**src/rtl/elevator_ctrl_n.sv**
```systemverilog
// ---------------------------------------------------------------------------
// elevator_ctrl_n
//
// N-floor elevator controller. Floor requests are latched into a pending
// mask and served in SCAN order: the car keeps travelling in its current
// direction while any request remains ahead of it, and reverses only when
// everything left is behind. Travel time per floor and door dwell time are
// modelled with counters.
//
// Ports:
//   clk        in   rising-edge clock
//   rst        in   asynchronous, active-high reset
//   req        in   [NUM_FLOORS] request per floor (pulse or held level)
//   floor      out  [FLOOR_W]    current floor (registered)
//   dir        out  travel direction, 0 = UP, 1 = DOWN (registered)
//   moving     out  high while travelling between floors
//   door_open  out  high while the door is open
//   arrive     out  one-cycle pulse in the cycle floor takes a new value
//   pending    out  [NUM_FLOORS] latched, unserved requests
// ---------------------------------------------------------------------------
module elevator_ctrl_n #(
  parameter int NUM_FLOORS    = 8,
  parameter int FLOOR_W       = 3,
  parameter int TRAVEL_CYCLES = 4,
  parameter int DOOR_CYCLES   = 6
) (
  input  logic                  clk,
  input  logic                  rst,
  input  logic [NUM_FLOORS-1:0] req,
  output logic [FLOOR_W-1:0]    floor,
  output logic                  dir,
  output logic                  moving,
  output logic                  door_open,
  output logic                  arrive,
  output logic [NUM_FLOORS-1:0] pending
);

  localparam int TCW = (TRAVEL_CYCLES > 1) ? $clog2(TRAVEL_CYCLES) : 1;
  localparam int DCW = (DOOR_CYCLES > 1) ? $clog2(DOOR_CYCLES) : 1;

  localparam logic [FLOOR_W-1:0] TOP_FLOOR = FLOOR_W'(NUM_FLOORS - 1);
  localparam logic [TCW-1:0]     T_LAST    = TCW'(TRAVEL_CYCLES - 1);
  localparam logic [DCW-1:0]     D_LAST    = DCW'(DOOR_CYCLES - 1);

  localparam logic DIR_UP   = 1'b0;
  localparam logic DIR_DOWN = 1'b1;

  typedef enum logic [1:0] {
    S_IDLE = 2'd0,
    S_MOVE = 2'd1,
    S_DOOR = 2'd2
  } state_t;

  state_t                  state, state_n;
  logic [FLOOR_W-1:0]      floor_n;
  logic                    dir_n;
  logic [NUM_FLOORS-1:0]   pending_n;
  logic                    arrive_n;
  logic [TCW-1:0]          tcnt, tcnt_n;
  logic [DCW-1:0]          dcnt, dcnt_n;

  logic [FLOOR_W-1:0]      step_floor;
  logic                    step_dir;
  logic [NUM_FLOORS-1:0]   cur_bit;
  logic [NUM_FLOORS-1:0]   step_bit;
  logic [NUM_FLOORS-1:0]   req_eff;
  logic [NUM_FLOORS-1:0]   pend_all;

  // One-hot mask of a floor index; indices past the top floor give zero.
  function automatic logic [NUM_FLOORS-1:0] onehot(input logic [FLOOR_W-1:0] f);
    onehot = '0;
    for (int i = 0; i < NUM_FLOORS; i++) begin
      if (i == int'(f)) onehot[i] = 1'b1;
    end
  endfunction

  // Any request strictly beyond floor f in direction d.
  function automatic logic any_ahead(input logic [NUM_FLOORS-1:0] m,
                                     input logic [FLOOR_W-1:0]    f,
                                     input logic                  d);
    any_ahead = 1'b0;
    for (int i = 0; i < NUM_FLOORS; i++) begin
      if (m[i] && (((d == DIR_UP) && (i > int'(f))) ||
                   ((d == DIR_DOWN) && (i < int'(f)))))
        any_ahead = 1'b1;
    end
  endfunction

  // Floor the car reaches at the end of the current hop, clamped to the shaft,
  // and the direction it must take there (forced at the end floors).
  always_comb begin
    if (dir == DIR_DOWN)
      step_floor = (floor == '0) ? floor : floor - FLOOR_W'(1);
    else
      step_floor = (floor == TOP_FLOOR) ? floor : floor + FLOOR_W'(1);

    if (step_floor == TOP_FLOOR)
      step_dir = DIR_DOWN;
    else if (step_floor == '0)
      step_dir = DIR_UP;
    else
      step_dir = dir;
  end

  always_comb begin
    state_n   = state;
    floor_n   = floor;
    dir_n     = dir;
    tcnt_n    = tcnt;
    dcnt_n    = dcnt;
    arrive_n  = 1'b0;

    cur_bit   = onehot(floor);
    step_bit  = onehot(step_floor);

    // With the door open, a call for this floor holds the door instead of
    // becoming a pending request.
    req_eff   = (state == S_DOOR) ? (req & ~cur_bit) : req;
    pend_all  = pending | req_eff;
    pending_n = pend_all;

    case (state)
      S_IDLE: begin
        // Decision uses only the registered mask, so a fresh request is
        // acted on one edge after it is latched.
        if ((pending & cur_bit) != '0) begin
          state_n   = S_DOOR;
          pending_n = pend_all & ~cur_bit;
          dcnt_n    = '0;
        end else if (any_ahead(pending, floor, dir)) begin
          state_n = S_MOVE;
          tcnt_n  = '0;
        end else if (any_ahead(pending, floor, ~dir)) begin
          state_n = S_MOVE;
          dir_n   = ~dir;
          tcnt_n  = '0;
        end
      end

      S_MOVE: begin
        if (tcnt == T_LAST) begin
          tcnt_n   = '0;
          floor_n  = step_floor;
          dir_n    = step_dir;
          arrive_n = 1'b1;
          // Raw req is included so a call for the floor being reached on
          // this very edge still stops the car.
          if ((pend_all & step_bit) != '0) begin
            state_n   = S_DOOR;
            pending_n = pend_all & ~step_bit;
            dcnt_n    = '0;
          end else if (any_ahead(pend_all, step_floor, step_dir)) begin
            state_n = S_MOVE;
          end else begin
            state_n = S_IDLE;
          end
        end else begin
          tcnt_n = tcnt + TCW'(1);
        end
      end

      S_DOOR: begin
        if ((req & cur_bit) != '0) begin
          dcnt_n = '0;
        end else if (dcnt == D_LAST) begin
          state_n = S_IDLE;
          dcnt_n  = '0;
        end else begin
          dcnt_n = dcnt + DCW'(1);
        end
      end

      default: begin
        state_n = S_IDLE;
      end
    endcase
  end

  always_ff @(posedge clk or posedge rst) begin
    if (rst) begin
      state   <= S_IDLE;
      floor   <= '0;
      dir     <= DIR_UP;
      pending <= '0;
      arrive  <= 1'b0;
      tcnt    <= '0;
      dcnt    <= '0;
    end else begin
      state   <= state_n;
      floor   <= floor_n;
      dir     <= dir_n;
      pending <= pending_n;
      arrive  <= arrive_n;
      tcnt    <= tcnt_n;
      dcnt    <= dcnt_n;
    end
  end

  assign moving    = (state == S_MOVE);
  assign door_open = (state == S_DOOR);

endmodule

```
**config.mk**
```make
export PLATFORM = sky130hd
export DESIGN_NAME = elevator_ctrl_n
export DESIGN_NICKNAME = d
export VERILOG_FILES = /design/src/rtl/elevator_ctrl_n.sv
export SDC_FILE = /design/constraint.sdc
export NUM_CORES = 1
export LEC_CHECK = 0
export ABC_AREA = 0
export BUFFER_PORTS_ARGS = -buffer_cell sky130_fd_sc_hd__buf_4
export CAP_MARGIN = 40
export CORE_ASPECT_RATIO = 1.5
export CORE_MARGIN = 1.5
export CORE_UTILIZATION = 60
export DETAILED_ROUTE_END_ITERATION = 8
export PLACE_DENSITY_LB_ADDON = 0.2
export SLEW_MARGIN = 20
export SYNTH_ARGS = -nofsm -noshare
export SYNTH_HDL_FRONTEND = slang
export SYNTH_SLANG_ARGS = --single-unit
export TNS_END_PERCENT = 5
```
**constraint.sdc**
```tcl
create_clock -name clk -period 6.15 [get_ports clk]
set_input_delay 0.3075 -clock clk [delete_from_list [all_inputs] [get_ports clk]]
set_output_delay 0.3075 -clock clk [all_outputs]
set_load 0.01 [all_outputs]
```
==> flow_metrics.py, run 1 <==
metrics = {
    "timing": {
        "final-setup-viol-count": 0,
        "clock_skew_ns": 0.002718,
        "final_min_period_over_clock_period_pct": 60.53,
        "hold_slack_ns": -0.01570,
        "tightestPinTransition_ns": 0.8099,
        "slew_violations": 0,
        "max_freq_mhz": 268.6,
        "min_period_ns": 3.723,
        "tns_ns": 0,
        "unrepaired_setup_endpoints_after_global_routing": "no",
        "worst_slew_margin_rel_pct": 45.84,
        "report.final.hold_viol_count": 6,
    },
    "detailed_routing": {
        "antenna_left": 0,
        "drt_first_iter_violations": 135,
        "wire_length_per_cell_after_detailed_routing_um": 20.41,
        "drt-total-wl_um": 6206,
        "drc_errors": 0,
        "route.layer.met1.wl_um": 2290,
        "met2_wirelength_um": 3118,
        "drtPass1Iterations": 5,
        "via_per_inst": 7.095,
        "wl_met3_um": 536,
        "highest_layer": "met4",
        "vias_after_detailed_routing": 2157,
    },
    "clock_tree": {
        "cts.htree.levels": 1,
        "cts-root-buf": "sky130_fd_sc_hd__clkbuf_8",
        "clockBufferDepth": 2,
        "insertion_delay_ns": 0.26,
        "clock_sink_count": 20,
        "cts_post_setup_buffers_inserted": 0,
        "clock_tree_from_tritoncts": "built",
        "cts_repair_resize_count": 0,
        "cts_made_buffers": 3,
        "clkTransAtPathRegs_ns": 0.07,
        "holdBufCountCts": 0,
    },
    "floorplanning": {
        "top_level_port_count": 25,
        "floorplan.rows": 25,
        "core_area_um2": 3222,
        "initial_core_util_pct": 63.61,
        "die_area_um2": 3783,
        "die_width_um": 50.72,
        "die_h_um": 74.58,
    },
    "power_and_ir_drop": {
        "power.static_leakage_nw": 0.9355,
        "internal_power_w": 0.0003098,
        "sw_frac_of_total_pct": 42.19,
        "net-switching-power_w": 0.0002261,
        "sequential_power_share_pct": 32.4,
        "power_frac_clock_pct": 16.2,
        "pwr-share-comb_pct": 51.4,
        "irDropWorstVdd_mv": 0.2358,
        "power_density_nw_per_um2": 235.6,
    },
    "cells_and_area": {
        "area_delta_synth_final_pct": 10.99,
        "num-nets-final": 283,
        "finalCoreUtilization_pct": 70.60,
        "layout-drive-gt1-share_pct": 17.05,
        "stdcell_area_um2": 2275,
        "num_antenna_cells": 0,
    },
    "yosys": {
        "synthArstFlopShare_pct": 100.0,
        "synth_top_cell_area_share_pct": 24.42,
        "synth_largest_area_cell": "sky130_fd_sc_hd__dfrtp_1",
        "post_synth_main_area_contributors": "sky130_fd_sc_hd__dfrtp_1 24%, sky130_fd_sc_hd__a21oi_1 4.6%, sky130_fd_sc_hd__ha_1 4.3%",
        "synth_area_per_cell_um2": 8.165,
        "synthTopCellsByCount": "20 x sky130_fd_sc_hd__dfrtp_1, 20 x sky130_fd_sc_hd__nand2_1, 19 x sky130_fd_sc_hd__a21oi_1, 19 x sky130_fd_sc_hd__nor2_1, 10 x sky130_fd_sc_hd__o21ai_0",
        "number_of_enable_flip_flop_cells_after_synthesis": 0,
        "yosys_warnings": 0,
        "postSynth.topFlopCell": "sky130_fd_sc_hd__dfrtp_1",
        "postSynthCellCount": 251,
        "synth.net_count": 268,
        "ys_types": 65,
        "postSynthRegisterBits": 20,
        "seq_area_frac_synth_pct": 24.42,
        "mappedNetlistArea_um2": 2049,
    },
    "setup_path": {
        "rr_startpoint": "floor[1]",
        "critPathRequiredTime_ns": 6.25,
        "critPathLaunchType": "flip-flop",
        "timing.setup.critical_path_class": "reg -> reg",
        "worst_setup_path_startpoint": "floor[1]",
        "critical_path_arrival_ns": 3.82,
        "path_depth_of_the_worst_reg2reg_path": 9,
        "reg2reg_slack_ns": 2.43,
        "critical_path.endpoint_type": "flip-flop",
        "r2r_end": "pending[3]",
        "worstSetupEndpoint": "pending[3]",
        "worstPathMaxFanout": 21,
    },
    "min_path": {
        "holdCritPathClass": "in -> async",
    },
    "placement": {
        "placed_cell_area_um2": 2218,
        "io_buffers": 24,
        "post-dp-hpwl_um": 4332,
        "gp_congestion": 1.016,
    },
    "global_routing": {
        "first_pass_grt_wire_length_um": 9660,
        "globalRouteTotalUtil_pct": 34.30,
        "first_global_vias": 1979,
        "largest_net_degree_at_the_start_of_global_routing": 39,
        "antenna_found_initial": 0,
        "globalRoute.totalOverflow": 0,
    },
    "outcome": {
        "violations": "negative hold slack",
        "run_status": "finished with violations",
    },
    "run": {
        "timing.max_cap.violations": 0,
    },
}
routing by layer:
| layer | vias up | GRT usage (%) |
|---|---|---|
| li1 | 994 | - |
| met1 | 998 | 41.86 |
| met2 | 138 | 59.50 |
| met3 | 27 | 4.618 |
| met4 | 0 | 16.52 |
| met5 | - | 0 |
worst min path at each step:
| stage | start | end | slack (ns) | cells past startpoint |
|---|---|---|---|---|
| floorplan | rst | arrive | 0.27 | 1 |
| CTS | rst | state[0] | 0.21 | 2 |
| global placement | rst | state[0] | 0.48 | 2 |
| detailed placement | rst | state[0] | 0.48 | 2 |
| finish | rst | state[0] | -0.02 | 2 |
| global route | rst | state[0] | 0.01 | 2 |
power groups by stage:
stage               clock network [W]  registers (W)  logic (W)
finish                      0.0000869       0.000173   0.000276
global route                0.0000900       0.000175   0.000300
CTS                         0.0000858       0.000172   0.000268
detailed placement                  0       0.000175   0.000264
global placement                    0       0.000192   0.000234
floorplan                           0       0.000166   0.000206
per-stage QoR:
step	hold WS (ns)	worst slack [ns]	power, W	cells
finish	-0.01570	2.427	0.0005359	304
global route	0.009997	2.160	0.0005649	304
CTS	0.2077	2.517	0.0005262	303
detailed placement	0.4848	2.546	0.0004391	300
global placement	0.4795	2.722	0.0004260	299
floorplan	0.2713	3.248	0.0003724	251
registers in the layout (all words and copies together), names as in the netlist:
signal and cells:
arrive 1, dcnt 3, dir 1, floor 3, pending 8, state 2
tcnt 2
area by class of cell:
type                            instances  area (µm²)
Sequential cell                        20       500.5
Clock buffer                            3       41.29
Tap cell                               40       50.05
Inverter                               10       37.54
Timing Repair Buffer                   28       225.2
Multi-Input combinational cell        203        1420
Fill cell                             281       947.2
cells by family (layout without fill, tap and decap cells):
logic type,count (synthesis),in the layout,synth area share [%]
adder cells (fa/ha/maj),7,7,4.273
XOR/XNOR,1,1,0.4274
multiplexers,9,9,4.579
flip-flops,20,20,24.42
buffers and inverters,28,41,6.287
AO/OA/AOI/OAI,94,94,35.84
AND/OR/NAND/NOR,92,92,24.18
critical path: stages (launching register included):
cell and delay (ns):
sky130_fd_sc_hd__dfrtp_1 0.72, sky130_fd_sc_hd__inv_1 0.23, sky130_fd_sc_hd__ha_1 0.43, sky130_fd_sc_hd__and3b_1 0.28, sky130_fd_sc_hd__or3_1 0.34, sky130_fd_sc_hd__and2_0 0.32
sky130_fd_sc_hd__nor4_1 0.41, sky130_fd_sc_hd__a221oi_2 0.10, sky130_fd_sc_hd__a21oi_2 0.51, sky130_fd_sc_hd__a221oi_1 0.21
placed cells by master, fill, tap and decap left out, types with 2 or more instances in the layout:
cell	instances
sky130_fd_sc_hd__a222oi_1	3
sky130_fd_sc_hd__and2_1	2
sky130_fd_sc_hd__o211ai_1	2
sky130_fd_sc_hd__nor2b_1	7
sky130_fd_sc_hd__a221o_1	3
sky130_fd_sc_hd__a221oi_1	4
sky130_fd_sc_hd__a31o_2	2
sky130_fd_sc_hd__mux2i_1	6
sky130_fd_sc_hd__a31oi_1	2
sky130_fd_sc_hd__a22oi_1	4
sky130_fd_sc_hd__clkbuf_8	3
sky130_fd_sc_hd__nor4_1	2
sky130_fd_sc_hd__or3_1	4
sky130_fd_sc_hd__nand3_1	5
sky130_fd_sc_hd__ha_1	7
sky130_fd_sc_hd__o22a_1	3
sky130_fd_sc_hd__o21ai_0	10
sky130_fd_sc_hd__dfrtp_1	20
sky130_fd_sc_hd__a22o_1	4
sky130_fd_sc_hd__o22ai_1	4
sky130_fd_sc_hd__nor3b_1	3
sky130_fd_sc_hd__a21o_1	2
sky130_fd_sc_hd__and2_0	2
sky130_fd_sc_hd__nor2_1	19
sky130_fd_sc_hd__and3b_1	3
sky130_fd_sc_hd__mux2_2	2
sky130_fd_sc_hd__a21oi_1	19
sky130_fd_sc_hd__a221oi_2	4
sky130_fd_sc_hd__inv_1	9
sky130_fd_sc_hd__o21bai_1	3
sky130_fd_sc_hd__nor3_1	9
sky130_fd_sc_hd__buf_4	26
sky130_fd_sc_hd__nand3b_1	4
sky130_fd_sc_hd__a211oi_1	2
sky130_fd_sc_hd__nand2b_1	4
sky130_fd_sc_hd__a2bb2oi_1	2
sky130_fd_sc_hd__nand2_1	20
sky130_fd_sc_hd__o2bb2ai_1	4
sky130_fd_sc_hd__a211o_1	5
sky130_fd_sc_hd__buf_8	2
Power figures use the tool's default switching activity.
==> run 2, diff against run 1 <==
--- a/config.mk
+++ b/config.mk
@@ -10,7 +10,7 @@
 export CAP_MARGIN = 40
 export CORE_ASPECT_RATIO = 1.5
 export CORE_MARGIN = 1.5
-export CORE_UTILIZATION = 60
+export CORE_UTILIZATION = 59
 export DETAILED_ROUTE_END_ITERATION = 8
 export PLACE_DENSITY_LB_ADDON = 0.2
 export SLEW_MARGIN = 20
==> constraint.sdc (replaced) <==
create_clock -name clk -period 3.6 [get_ports clk]
set_input_delay 0.18 -clock clk [delete_from_list [all_inputs] [get_ports clk]]
set_output_delay 0.18 -clock clk [all_outputs]
set_load 0.01 [all_outputs]
==> flow_metrics.py, run 2 (same netlist as run 1, synthesis figures left out) <==
metrics = {
    "floorplanning": {
        "floorplan.rows": 26,
        "top_level_port_count": 25,
        "die_area_um2": 3843,
        "core_area_um2": 3351,
        "die_h_um": 75.19,
        "die_width_um": 51.12,
        "initial_core_util_pct": 61.17,
    },
    "setup_path": {
        "worstSetupEndpoint": "pending[3]",
        "rr_startpoint": "floor[1]",
        "worst_setup_path_startpoint": "floor[1]",
        "critical-path-slowest-cell": "sky130_fd_sc_hd__a21oi_2",
        "timing.critical_path.slowest_cell_delay_ns": 0.53,
        "r2r_end": "pending[3]",
        "critical_path.endpoint_type": "flip-flop",
        "critPathLaunchType": "flip-flop",
        "worstPathMaxFanout": 15,
        "critPathRequiredTime_ns": 3.70,
        "critical_path_arrival_ns": 3.42,
        "reg2reg_slack_ns": 0.28,
        "worstPathCellList": "inv_1 -> ha_1 -> nor3b_1 -> a2111oi_4 -> and2_1 -> mux2i_1 -> a221oi_2 -> a21oi_2 -> a221oi_1",
        "timing.setup.critical_path_class": "reg -> reg",
        "path_depth_of_the_worst_reg2reg_path": 9,
    },
    "timing": {
        "hold_slack_ns": 0.3389,
        "final-setup-viol-count": 0,
        "min_period_ns": 3.320,
        "slew_violations": 0,
        "tightestPinTransition_ns": 0.7937,
        "tns_ns": 0,
        "final_min_period_over_clock_period_pct": 92.23,
        "unrepaired_setup_endpoints_after_global_routing": "no",
        "worst_slew_margin_rel_pct": 46.92,
        "max_freq_mhz": 301.2,
        "report.final.hold_viol_count": 0,
        "clock_skew_ns": 0.003825,
    },
    "placement": {
        "io_buffers": 24,
        "placed_cell_area_um2": 2243,
        "post-dp-hpwl_um": 4585,
        "placedCellCount": 306,
        "gp_congestion": 0.9487,
    },
    "power_and_ir_drop": {
        "irDropWorstVdd_mv": 0.4028,
        "power_frac_clock_pct": 18.7,
        "sw_frac_of_total_pct": 40.93,
        "net-switching-power_w": 0.0003819,
        "internal_power_w": 0.0005512,
        "power_density_nw_per_um2": 401.6,
        "sequential_power_share_pct": 32.8,
        "power.static_leakage_nw": 0.9656,
        "pwr-share-comb_pct": 48.5,
    },
    "detailed_routing": {
        "drtPass1Iterations": 5,
        "drt_first_iter_violations": 143,
        "drc_errors": 0,
        "wire_length_per_cell_after_detailed_routing_um": 19.88,
        "antenna_left": 0,
        "drt-total-wl_um": 6204,
        "vias_after_detailed_routing": 2193,
        "via_per_inst": 7.029,
    },
    "global_routing": {
        "globalRouteTotalUtil_pct": 33.43,
        "first_global_vias": 1986,
        "globalRoute.totalOverflow": 0,
        "first_pass_grt_wire_length_um": 9680,
        "antenna_found_initial": 0,
        "largest_net_degree_at_the_start_of_global_routing": 28,
    },
    "clock_tree": {
        "clkTransAtPathRegs_ns": 0.08,
        "insertion_delay_ns": 0.26,
        "cts_repair_resize_count": 0,
        "cts_post_setup_buffers_inserted": 0,
        "clock_sink_count": 20,
        "clockBufferDepth": 2,
        "cts-root-buf": "sky130_fd_sc_hd__clkbuf_8",
        "cts_made_buffers": 3,
        "cts.htree.levels": 1,
        "clock_tree_from_tritoncts": "built",
    },
    "cells_and_area": {
        "fill_cells": 297,
        "finalCoreUtilization_pct": 69.34,
        "largest_register": "pending",
        "post_route_insts_no_fill": 312,
        "stdcell_area_um2": 2323,
        "layout-drive-gt1-share_pct": 18.52,
        "num_antenna_cells": 0,
        "num-nets-final": 288,
        "largest_register_ffs": 8,
        "layout_top_registers": "pending x8, dcnt x3, floor x3",
        "area_delta_synth_final_pct": 13.37,
        "layout.cells.most_common": "sky130_fd_sc_hd__buf_4",
        "final_cell_mix": "31 x sky130_fd_sc_hd__buf_4, 20 x sky130_fd_sc_hd__nand2_1, 20 x sky130_fd_sc_hd__dfrtp_1",
    },
    "run": {
        "timing.max_cap.violations": 0,
    },
    "min_path": {
        "holdCritPathClass": "in -> reg",
    },
    "outcome": {
        "run_status": "finished clean",
    },
}
## run 2: cell count changes in the layout (fill, tap and decap cells not counted), sizes merged
cell         before  now
buf              28   32
dlygate4sd3       0    1
clkbuf            3    4
## run 2: worst min path at each step
| stage | start | endpoint | slack [ns] | depth (start not counted) |
|---|---|---|---|---|
| final | req[0] | pending[0] | 0.34 | 3 |
| after global routing | req[0] | pending[0] | 0.35 | 3 |
| after CTS | rst | state[0] | 0.10 | 2 |
| after detailed placement | rst | state[0] | 0.38 | 2 |
| after global placement | rst | state[0] | 0.38 | 2 |
| after floorplan | rst | arrive | 0.14 | 1 |
## run 2: timing repair
item                                   in CTS  in global routing
endpoints found under the hold margin       0                  5
setup endpoints to repair                   0                  0
hold buffers                                0                  1
## run 2: layout make-up
class	count	area (µm²)	area share, %
Inverter	10	37.54	1.616
Clock buffer	4	55.05	2.369
Multi-Input combinational cell	203	1420	61.12
Tap cell	42	52.55	2.262
Sequential cell	20	500.5	21.54
Timing Repair Buffer	33	257.7	11.09
## run 2: per-layer routing
| metal | vias to the layer above | part of all wire (%) | track usage (%) | routed length (µm) |
|---|---|---|---|---|
| met1 | 1051 | 37 | 38.75 | 2314 |
| met2 | 116 | 52 | 60.17 | 3250 |
| li1 | 1002 | - | - | - |
| met3 | 24 | 5.6 | 2.778 | 348 |
| met4 | 0 | 4.7 | 18.62 | 289 |
| met5 | - | 0 | 0 | 0 |
## run 2: critical path, delay by kind of cell, from the launching register on
kind            cells  cell delay (ns)
compound gates      4             1.25
fa+ha+maj           1             0.52
buf+inv             1             0.15
flops               1             0.38
mux                 1             0.28
simple gates        2             0.57
## run 2: stage by stage
step / power (W) / setup WS [ns]
floorplan: 0.0006362 / 0.6979
global placement: 0.0007473 / 0.4771
detailed placement: 0.0007542 / 0.3794
CTS: 0.0009269 / 0.3411
global route: 0.0009871 / 0.05431
finish: 0.0009331 / 0.2799
## run 2: power groups by stage
stage,Combinational (W),Clock [W],Sequential [W]
6_report,0.000453,0.000174,0.000306
5_1_grt,0.000490,0.000184,0.000314
4_1_cts,0.000446,0.000176,0.000305
3_5_place_dp,0.000443,0,0.000311
3_3_place_gp,0.000436,0,0.000311
2_1_floorplan,0.000353,0,0.000284
